### src/rtl/mmio_uart_tx.sv
// Store-port sink: bytes stored to UART_ADDR are queued and sent 8N1 LSB-first; with UART_TX_PARITY_EN an even parity bit is added.
// Latency: store at edge E0 puts the start bit on tx from edge E1; never backpressures, bytes arriving on a full FIFO are dropped and counted.

module mmio_uart_tx #(
   parameter logic [31:0] UART_ADDR    = 32'h0001_0000,
   parameter int          CLKS_PER_BIT = 16,
   parameter int          FIFO_DEPTH   = 16,
   parameter int          DROP_W       = 8
) (
   input  logic                          clk,
   input  logic                          reset,
   input  logic                          data_write,
   input  logic [7:0]                    data,
   input  logic [31:0]                   data_address,
   output logic                          tx,
   output logic                          tx_busy,
   output logic [$clog2(FIFO_DEPTH):0]   fifo_count,
   output logic [DROP_W-1:0]             drop_count
);

   localparam int PTR_W  = $clog2(FIFO_DEPTH);
   localparam int CNT_W  = PTR_W + 1;
   localparam int BAUD_W = (CLKS_PER_BIT > 1) ? $clog2(CLKS_PER_BIT) : 1;
   localparam logic [BAUD_W-1:0] BAUD_LAST = BAUD_W'(CLKS_PER_BIT - 1);
   localparam logic [CNT_W-1:0]  DEPTH_CNT = CNT_W'(FIFO_DEPTH);
   localparam logic [DROP_W-1:0] DROP_MAX  = {DROP_W{1'b1}};

   typedef enum logic [2:0] {
      IDLE,
      START,
      DATA,
`ifdef UART_TX_PARITY_EN
      PARITY,
`endif
      STOP
   } state_t;

   state_t             state, state_n;
   logic [BAUD_W-1:0]  baud, baud_n;
   logic [2:0]         bit_idx, bit_idx_n;
   logic [7:0]         shift, shift_n;
   logic               tx_n;
   logic               baud_last;
`ifdef UART_TX_PARITY_EN
   logic               par, par_n;
`endif

   logic [7:0]         mem [FIFO_DEPTH];
   logic [PTR_W-1:0]   wr_ptr, rd_ptr;
   logic [7:0]         head;
   logic               push, pop, push_ok;

   assign head    = mem[rd_ptr];
   assign tx_busy = (state != IDLE) || (fifo_count != '0);

   always_comb begin
      push      = data_write && (data_address == UART_ADDR);
      baud_last = (baud == BAUD_LAST);
   end

   // A full FIFO still takes a byte when the head leaves in the same cycle.
   always_comb begin
      push_ok = push && ((fifo_count < DEPTH_CNT) || pop);
   end

   always_comb begin
      state_n   = state;
      baud_n    = baud;
      bit_idx_n = bit_idx;
      shift_n   = shift;
      pop       = 1'b0;
`ifdef UART_TX_PARITY_EN
      par_n     = par;
`endif
      unique case (state)
         IDLE: begin
            if (fifo_count != '0) begin
               pop     = 1'b1;
               shift_n = head;
`ifdef UART_TX_PARITY_EN
               par_n   = ^head;
`endif
               baud_n  = '0;
               state_n = START;
            end
         end
         START: begin
            if (baud_last) begin
               baud_n    = '0;
               bit_idx_n = '0;
               state_n   = DATA;
            end else begin
               baud_n = baud + BAUD_W'(1);
            end
         end
         DATA: begin
            if (baud_last) begin
               baud_n  = '0;
               shift_n = {1'b0, shift[7:1]};
               if (bit_idx == 3'd7) begin
`ifdef UART_TX_PARITY_EN
                  state_n = PARITY;
`else
                  state_n = STOP;
`endif
               end else begin
                  bit_idx_n = bit_idx + 3'd1;
               end
            end else begin
               baud_n = baud + BAUD_W'(1);
            end
         end
`ifdef UART_TX_PARITY_EN
         PARITY: begin
            if (baud_last) begin
               baud_n  = '0;
               state_n = STOP;
            end else begin
               baud_n = baud + BAUD_W'(1);
            end
         end
`endif
         STOP: begin
            if (baud_last) begin
               baud_n = '0;
               // Back-to-back frames: reload straight from the FIFO with no idle bit.
               if (fifo_count != '0) begin
                  pop     = 1'b1;
                  shift_n = head;
`ifdef UART_TX_PARITY_EN
                  par_n   = ^head;
`endif
                  state_n = START;
               end else begin
                  state_n = IDLE;
               end
            end else begin
               baud_n = baud + BAUD_W'(1);
            end
         end
         default: begin
            state_n = IDLE;
            baud_n  = '0;
         end
      endcase
   end

   // tx follows the state being entered so the line is a clean flop output.
   always_comb begin
      tx_n = 1'b1;
      unique case (state_n)
         IDLE:    tx_n = 1'b1;
         START:   tx_n = 1'b0;
         DATA:    tx_n = shift_n[0];
`ifdef UART_TX_PARITY_EN
         PARITY:  tx_n = par_n;
`endif
         STOP:    tx_n = 1'b1;
         default: tx_n = 1'b1;
      endcase
   end

   always_ff @(posedge clk) begin
      if (push_ok) begin
         mem[wr_ptr] <= data;
      end
   end

   always_ff @(posedge clk) begin
      if (reset) begin
         state      <= IDLE;
         baud       <= '0;
         bit_idx    <= '0;
         shift      <= '0;
         tx         <= 1'b1;
         wr_ptr     <= '0;
         rd_ptr     <= '0;
         fifo_count <= '0;
         drop_count <= '0;
`ifdef UART_TX_PARITY_EN
         par        <= 1'b0;
`endif
      end else begin
         state   <= state_n;
         baud    <= baud_n;
         bit_idx <= bit_idx_n;
         shift   <= shift_n;
         tx      <= tx_n;
`ifdef UART_TX_PARITY_EN
         par     <= par_n;
`endif
         if (push_ok) begin
            wr_ptr <= wr_ptr + PTR_W'(1);
         end
         if (pop) begin
            rd_ptr <= rd_ptr + PTR_W'(1);
         end
         unique case ({push_ok, pop})
            2'b10:   fifo_count <= fifo_count + CNT_W'(1);
            2'b01:   fifo_count <= fifo_count - CNT_W'(1);
            default: fifo_count <= fifo_count;
         endcase
         if (push && !push_ok && (drop_count != DROP_MAX)) begin
            drop_count <= drop_count + DROP_W'(1);
         end
      end
   end

endmodule

### config.mk
export PLATFORM = sky130hd
export DESIGN_NAME = mmio_uart_tx
export DESIGN_NICKNAME = d
export VERILOG_FILES = /design/src/rtl/mmio_uart_tx.sv
export SDC_FILE = /design/constraint.sdc
export NUM_CORES = 1
export LEC_CHECK = 0
export ABC_AREA = 1
export CAP_MARGIN = 5
export CORE_MARGIN = 5
export CORE_UTILIZATION = 55
export DETAILED_ROUTE_END_ITERATION = 12
export PLACE_DENSITY = 0.75
export SLEW_MARGIN = 30
export SYNTH_ARGS = -nofsm -noshare
export SYNTH_HDL_FRONTEND = slang
export SYNTH_SLANG_ARGS = --single-unit
export TNS_END_PERCENT = 1
### constraint.sdc
create_clock -name clk -period 5.4 [get_ports clk]
set_clock_uncertainty 0.1 [all_clocks]
set_input_delay 0.81 -clock clk [delete_from_list [all_inputs] [get_ports clk]]
set_output_delay 0.81 -clock clk [all_outputs]
set_load 0.005 [all_outputs]
---- Word level (Yosys, flattened, before mapping) ----
Memories as Yosys holds them, arrays and structs flattened. A register that Yosys moved wholly into a read port is not among the register bits.
Cells that the tools add are included.
Widths: inputs -> output; s select.
storage, ports and cells
  bits in registers ....................... 40
  RAM bits ................................ 128
  input bits .............................. 43
  output and inout bits ................... 15
  word-level logic and storage cells ...... 78
  memories kept ........................... 1
memories
  memory  depth  width  read ports  clocked after memory_dff  wr ports  line  text
  mem     16     8      1           1                         1         48    logic [7:0] mem [FIFO_DEPTH];
cells by class
  add/sub/neg operators ................... 7
  magnitude comparators ................... 1
  equality and inequality tests ........... 16
  mux-type cells .......................... 27
  reductions and logical operators ........ 16
operators by type and width
  kind                  count
  $eq 32x17->1 const B  1
  $mux 3                8
  $mux 8                3
  $pmux 8 s3            1
  $mux 4                4
  $add 4x1->4 const B   3
  $pmux 3 s4            1
  $ne 2x2->1 const B    5
  $pmux 5 s2            1
  $eq 3x2->1 const B    3
  $add 8x1->8 const B   1
  $ne 8x8->1 const B    1
  $pmux 4 s2            1
  $eq 3x1->1 const B    2
  $pmux 3 s2            1
  $reduce_bool 3->1     2
  $add 5x1->5 const B   1
  $lt 5x5->1 const B    1
  $mux 1                5
  $reduce_bool 5->1     1
  $sub 5x1->5 const B   1
  $eq 4x4->1 const B    1
  $logic_and 1x1->1     4
  $pmux 1 s2            2
  other kinds (11)      13

---- Longest topological paths before layout ----
  word-level depth ........................ 9
  gate-level depth with buffers ........... 18
  mapped depth without buffers ............ 17

---- Worst setup path after synthesis ----
No wires, ideal clock.
  kind .................................... in2reg
  start ................................... input port data_address[19]
  end ..................................... register fifo_count[4]
  library setup time ...................... 0.116 ns
  data arrival time ....................... 2.791 ns
  data required time ...................... 5.184 ns
  path slack .............................. 2.394 ns
  stages on the path ...................... 16
  buffers on the path ..................... 0
  cells stage by stage .................... nor2_1 nand3_1 nor2_1 nand3_1 nor2_1 nand2_4 ha_1 xor2_1 ha_1 inv_1 nand2_1 nand2_1 o21ai_0 or2_2 a21oi_1 nor2_1
between the ends
  longest elaborated chain between the ends .. 5
  elaborated cells on any way between the ends .. 7
  those cells by class .................... eq/ne: 3; mux: 1; reduce/logical: 3
RTL lines
  item                                             line  text
  from (decl)                                      14    input logic [31:0] data_address,
  $eq 32x17->1 (*)                                 57    push = data_write && (data_address == UART_ADDR);
  $logic_and 1x1->1 (*)                            57
  $logic_and 1x1->1 (*)                            63    push_ok = push && ((fifo_count < DEPTH_CNT) || pop);
  $eq 2x1->1 or $eq 2x2->1 (tied branches)         198   unique case ({push_ok, pop})
  $pmux 5 s2 or $reduce_bool 2->1 (tied branches)  --
  to (signal assigned)                             199   2'b10: fifo_count <= fifo_count + CNT_W'(1);
  to (signal assigned)                             200   2'b01: fifo_count <= fifo_count - CNT_W'(1);
  to (signal assigned)                             201   default: fifo_count <= fifo_count;
  to (decl)                                        17    output logic [$clog2(FIFO_DEPTH):0] fifo_count,
Every way passes the cells marked *; elsewhere a longest branch is shown, timed or not.
A chain may end at the register's enable or synchronous reset.

---- Worst setup path in the final report ----
  start ................................... input port data_address[25]
  end ..................................... register fifo_count[4]
Same word-level chain as after synthesis.

==> metrics.md <==
| Metric | Value |
|---|---|
| Clock root buffer | clkbuf_16 |
| Layout Utilization | 64.7% |
| Starting Density | 55.9% |
| Distinct cell type count of the synthesized netlist | 37 |
| Slowest CP cell | clkdlybuf4s50_1 |
| Worst-path cell chain | clkdlybuf4s50_1, nor2_1, nand3_1, nor2_1, nand3_1, nor2_1, nand2_4, ha_1, xor2_1, ha_1, inv_1, nand2_1, nand2_1, o21ai_0, or2_2, a21oi_1, nor2_1 |
| Post-Synthesis Cells | 817 |
| Worst Hold Class | reg -> reg |
| CP required | 5.62 ns |
| Maxcap violations | 0 |
| Yosys top cell by area | edfxtp_1 |
| Measured slew at the worst slew-check pin | 0.873 ns |
| Final Hold Fails | 0 |
| Fmax | 300 MHz |
| Gate power share | 25.7% |
| Vias in the first global route | 5701 |
| GPL Wtd Cong | 0.832 |
| Most numerous cell on the critical path | nor2_1 |
| Power Dens Cells | 403 mW/mm^2 |
| Cell with the most instances after synthesis | nor2_1 |
| Pre-antenna DRT Iters | 5 |
| Antenna Violating Nets Remaining | 0 |
| Sequential share of the synthesized area | 60.9% |
| Clock power share | 32.2% |
| CTS tree | built |
| Slew HR | 41.7% |
| Sequential power share | 42.1% |
| CTS clk-pin slew, worst paths | 0.07 ns |
| Ratio of cells with drive above 1 in the final layout | 6.16% |
| Top cell type's share of synthesized area | 49.5% |
| Detailed placement HPWL | 11.3 mm |
| R2R Setup Slk | 2.14 ns |
| Setup Total Neg Slack | 0 ns |
| CORE AREA | 0.0139 sq mm |
| Setup Crit Path Kind | in -> reg |
| Post-CTS setup buffer count | 0 |
| Startpoint types | primary input |
| Sw Pwr | 1190 uW |
| Synth warnings | 0 |
| Total track usage | 22.2% |
| Mapped Nets | 872 |
| Max-slew violations | 0 |
| CP max FO | 6 |
| Leak | 0.00338 uW |
| Worst Path Buf+Inv | 2 |
| DR iter-0 viols | 609 |
| Vias | 5942 |
| Slowest stage delay, CP | 0.40 ns |
| Placed cell areas | 0.00842 sq mm |
| Yosys reg bits | 172 |
| # setup viols final | 0 |
| Switching part of the total | 32.8% |
| Fin area | 0.00898 sq mm |
| DRC viols | 0 |
| Fillcell total | 1095 |
| Pint | 2430 uW |
| Delay-heaviest family, CP | simple AND/OR/NAND/NOR gates |
| Post-CTS sizing | 0 |
| Ranking of synthesized cells by area | edfxtp_1, dfxtp_1, nor2_1 |
| Worst vdd ir | 0.000282 V |
| RSZ-0062 raised after global routing | false |
| Clk sinks | 172 |
| Layout Nets | 919 |
| Routed len/inst | 16.7 um |
| Non-Filler Instances | 1057 |
| Initial antenna violation count | 0 |
| First-pass GRT wire length | 28.5 mm |
| Vias/cell | 5.62 |
| Pin count of the biggest net entering global routing | 71 |
| Die Y | 129 um |
| Die area | 0.0166 sq mm |
| Row Count | 43 |
| Area of the mapped netlist | 0.00776 sq mm |
| Total CTS buffers | 17 |
| Post-synth EDFFs | 128 |
| IO buf count | 57 |
| CTS H-tree lvls | 4 |
| Status | finished, final reports clean |
| I/O pin cnt | 58 |
| Avg Cell Area, Syn | 9.50 sq um |
| Layout Area Growth over Synthesis | 15.7% |
| Crit path time final | 3.33 ns |
| Total power | 3620 uW |
| Ant. Diodes | 0 |
| Die W | 129 um |
| Drt total wl | 17.6 mm |
| Skew-Pair Late Insertion Delay | 0.43 ns |
| Element type at the critical path end | flip-flop |
| Fin crit share | 61.6% |
| Total gr overflow | 0 |
| Top FF cell, synth | edfxtp_1 |
| Clk buf depth | 2 |
| Data arrival time of the worst path | 3.55 ns |
| Cells after DPL | 1025 |
| Post-synth ARST share | 0% |
| Synth cell count leaders | nor2_1, edfxtp_1, nand2_1 |
| Post-CTS Hold Buffers | 0 |
[registers in the layout, indices dropped and copies added (netlist names), named ones only]
register	cells
state	3
wr_ptr	4
baud	4
mem	128
shift	8
tx	1
rd_ptr	4
fifo_count	5
bit_idx	3
drop_count	8
[stage by stage]
stage	hold WS, ns	setup slack [ns]
3_3_place_gp	0.347	1.81
4_1_cts	0.376	2.10
5_1_grt	0.400	1.77
3_5_place_dp	0.366	1.69
2_1_floorplan	0.329	2.39
6_report	0.380	2.07
[kinds of logic (layout without fill, tap and decap cells)]
group	count (synthesis)	in the layout	synth area share, %
buf+inv	106	166	5.69
simple gates	398	398	22.3
other cells	1	1	0.0483
compound gates	116	116	7.77
flops	172	172	60.9
fa+ha+maj	12	12	1.94
xor+xnor	12	12	1.35
[final timing paths]
kind / endpoint / cells after the start / from
max: fifo_count[4] / 17 / data_address[25]
min: bit_idx[0] / 1 / bit_idx[0]
max reg2reg: fifo_count[4] / 14 / fifo_count[1]
min reg2reg: bit_idx[0] / 1 / bit_idx[0]
[cell type report]
cell class,count,area [sq um],area share [%]
timing repair buffer,60,593,6.61
clock buffer,17,425,4.74
inverter,74,282,3.14
multi-input combinational,539,2590,28.9
tap,180,225,2.51
sequential,172,4730,52.6
clock inverter,15,136,1.52
[cells in the final DEF, fill, tap and decap left out, types with 17 or more instances in the layout]
| cell type | synthesis | layout |
|---|---|---|
| nor2_1 | 160 | 160 |
| nand2_1 | 120 | 120 |
| nand3_1 | 79 | 79 |
| a21oi_1 | 35 | 35 |
| o21ai_0 | 73 | 73 |
| clkbuf_16 | 0 | 17 |
| edfxtp_1 | 128 | 128 |
| clkdlybuf4s50_1 | 0 | 57 |
| dfxtp_1 | 44 | 43 |
| inv_1 | 70 | 70 |
[metal layers]
metal	vias to the layer above	global-route usage (%)	share of wire [%]
met5	-	0	0
met4	0	9.08	2.2
met3	30	4.61	6.7
met2	230	36.5	50
met1	2838	29.0	41
li1	2844	-	-
[power groups by stage]
stage	combinational [uW]	clock (uW)	sequential [uW]
floorplan	684	0	1530
global placement	885	0	1550
detailed placement	922	0	1550
CTS	930	1180	1520
global route	1040	1240	1530
finish	929	1160	1520
Power figures use the tool's default switching activity.
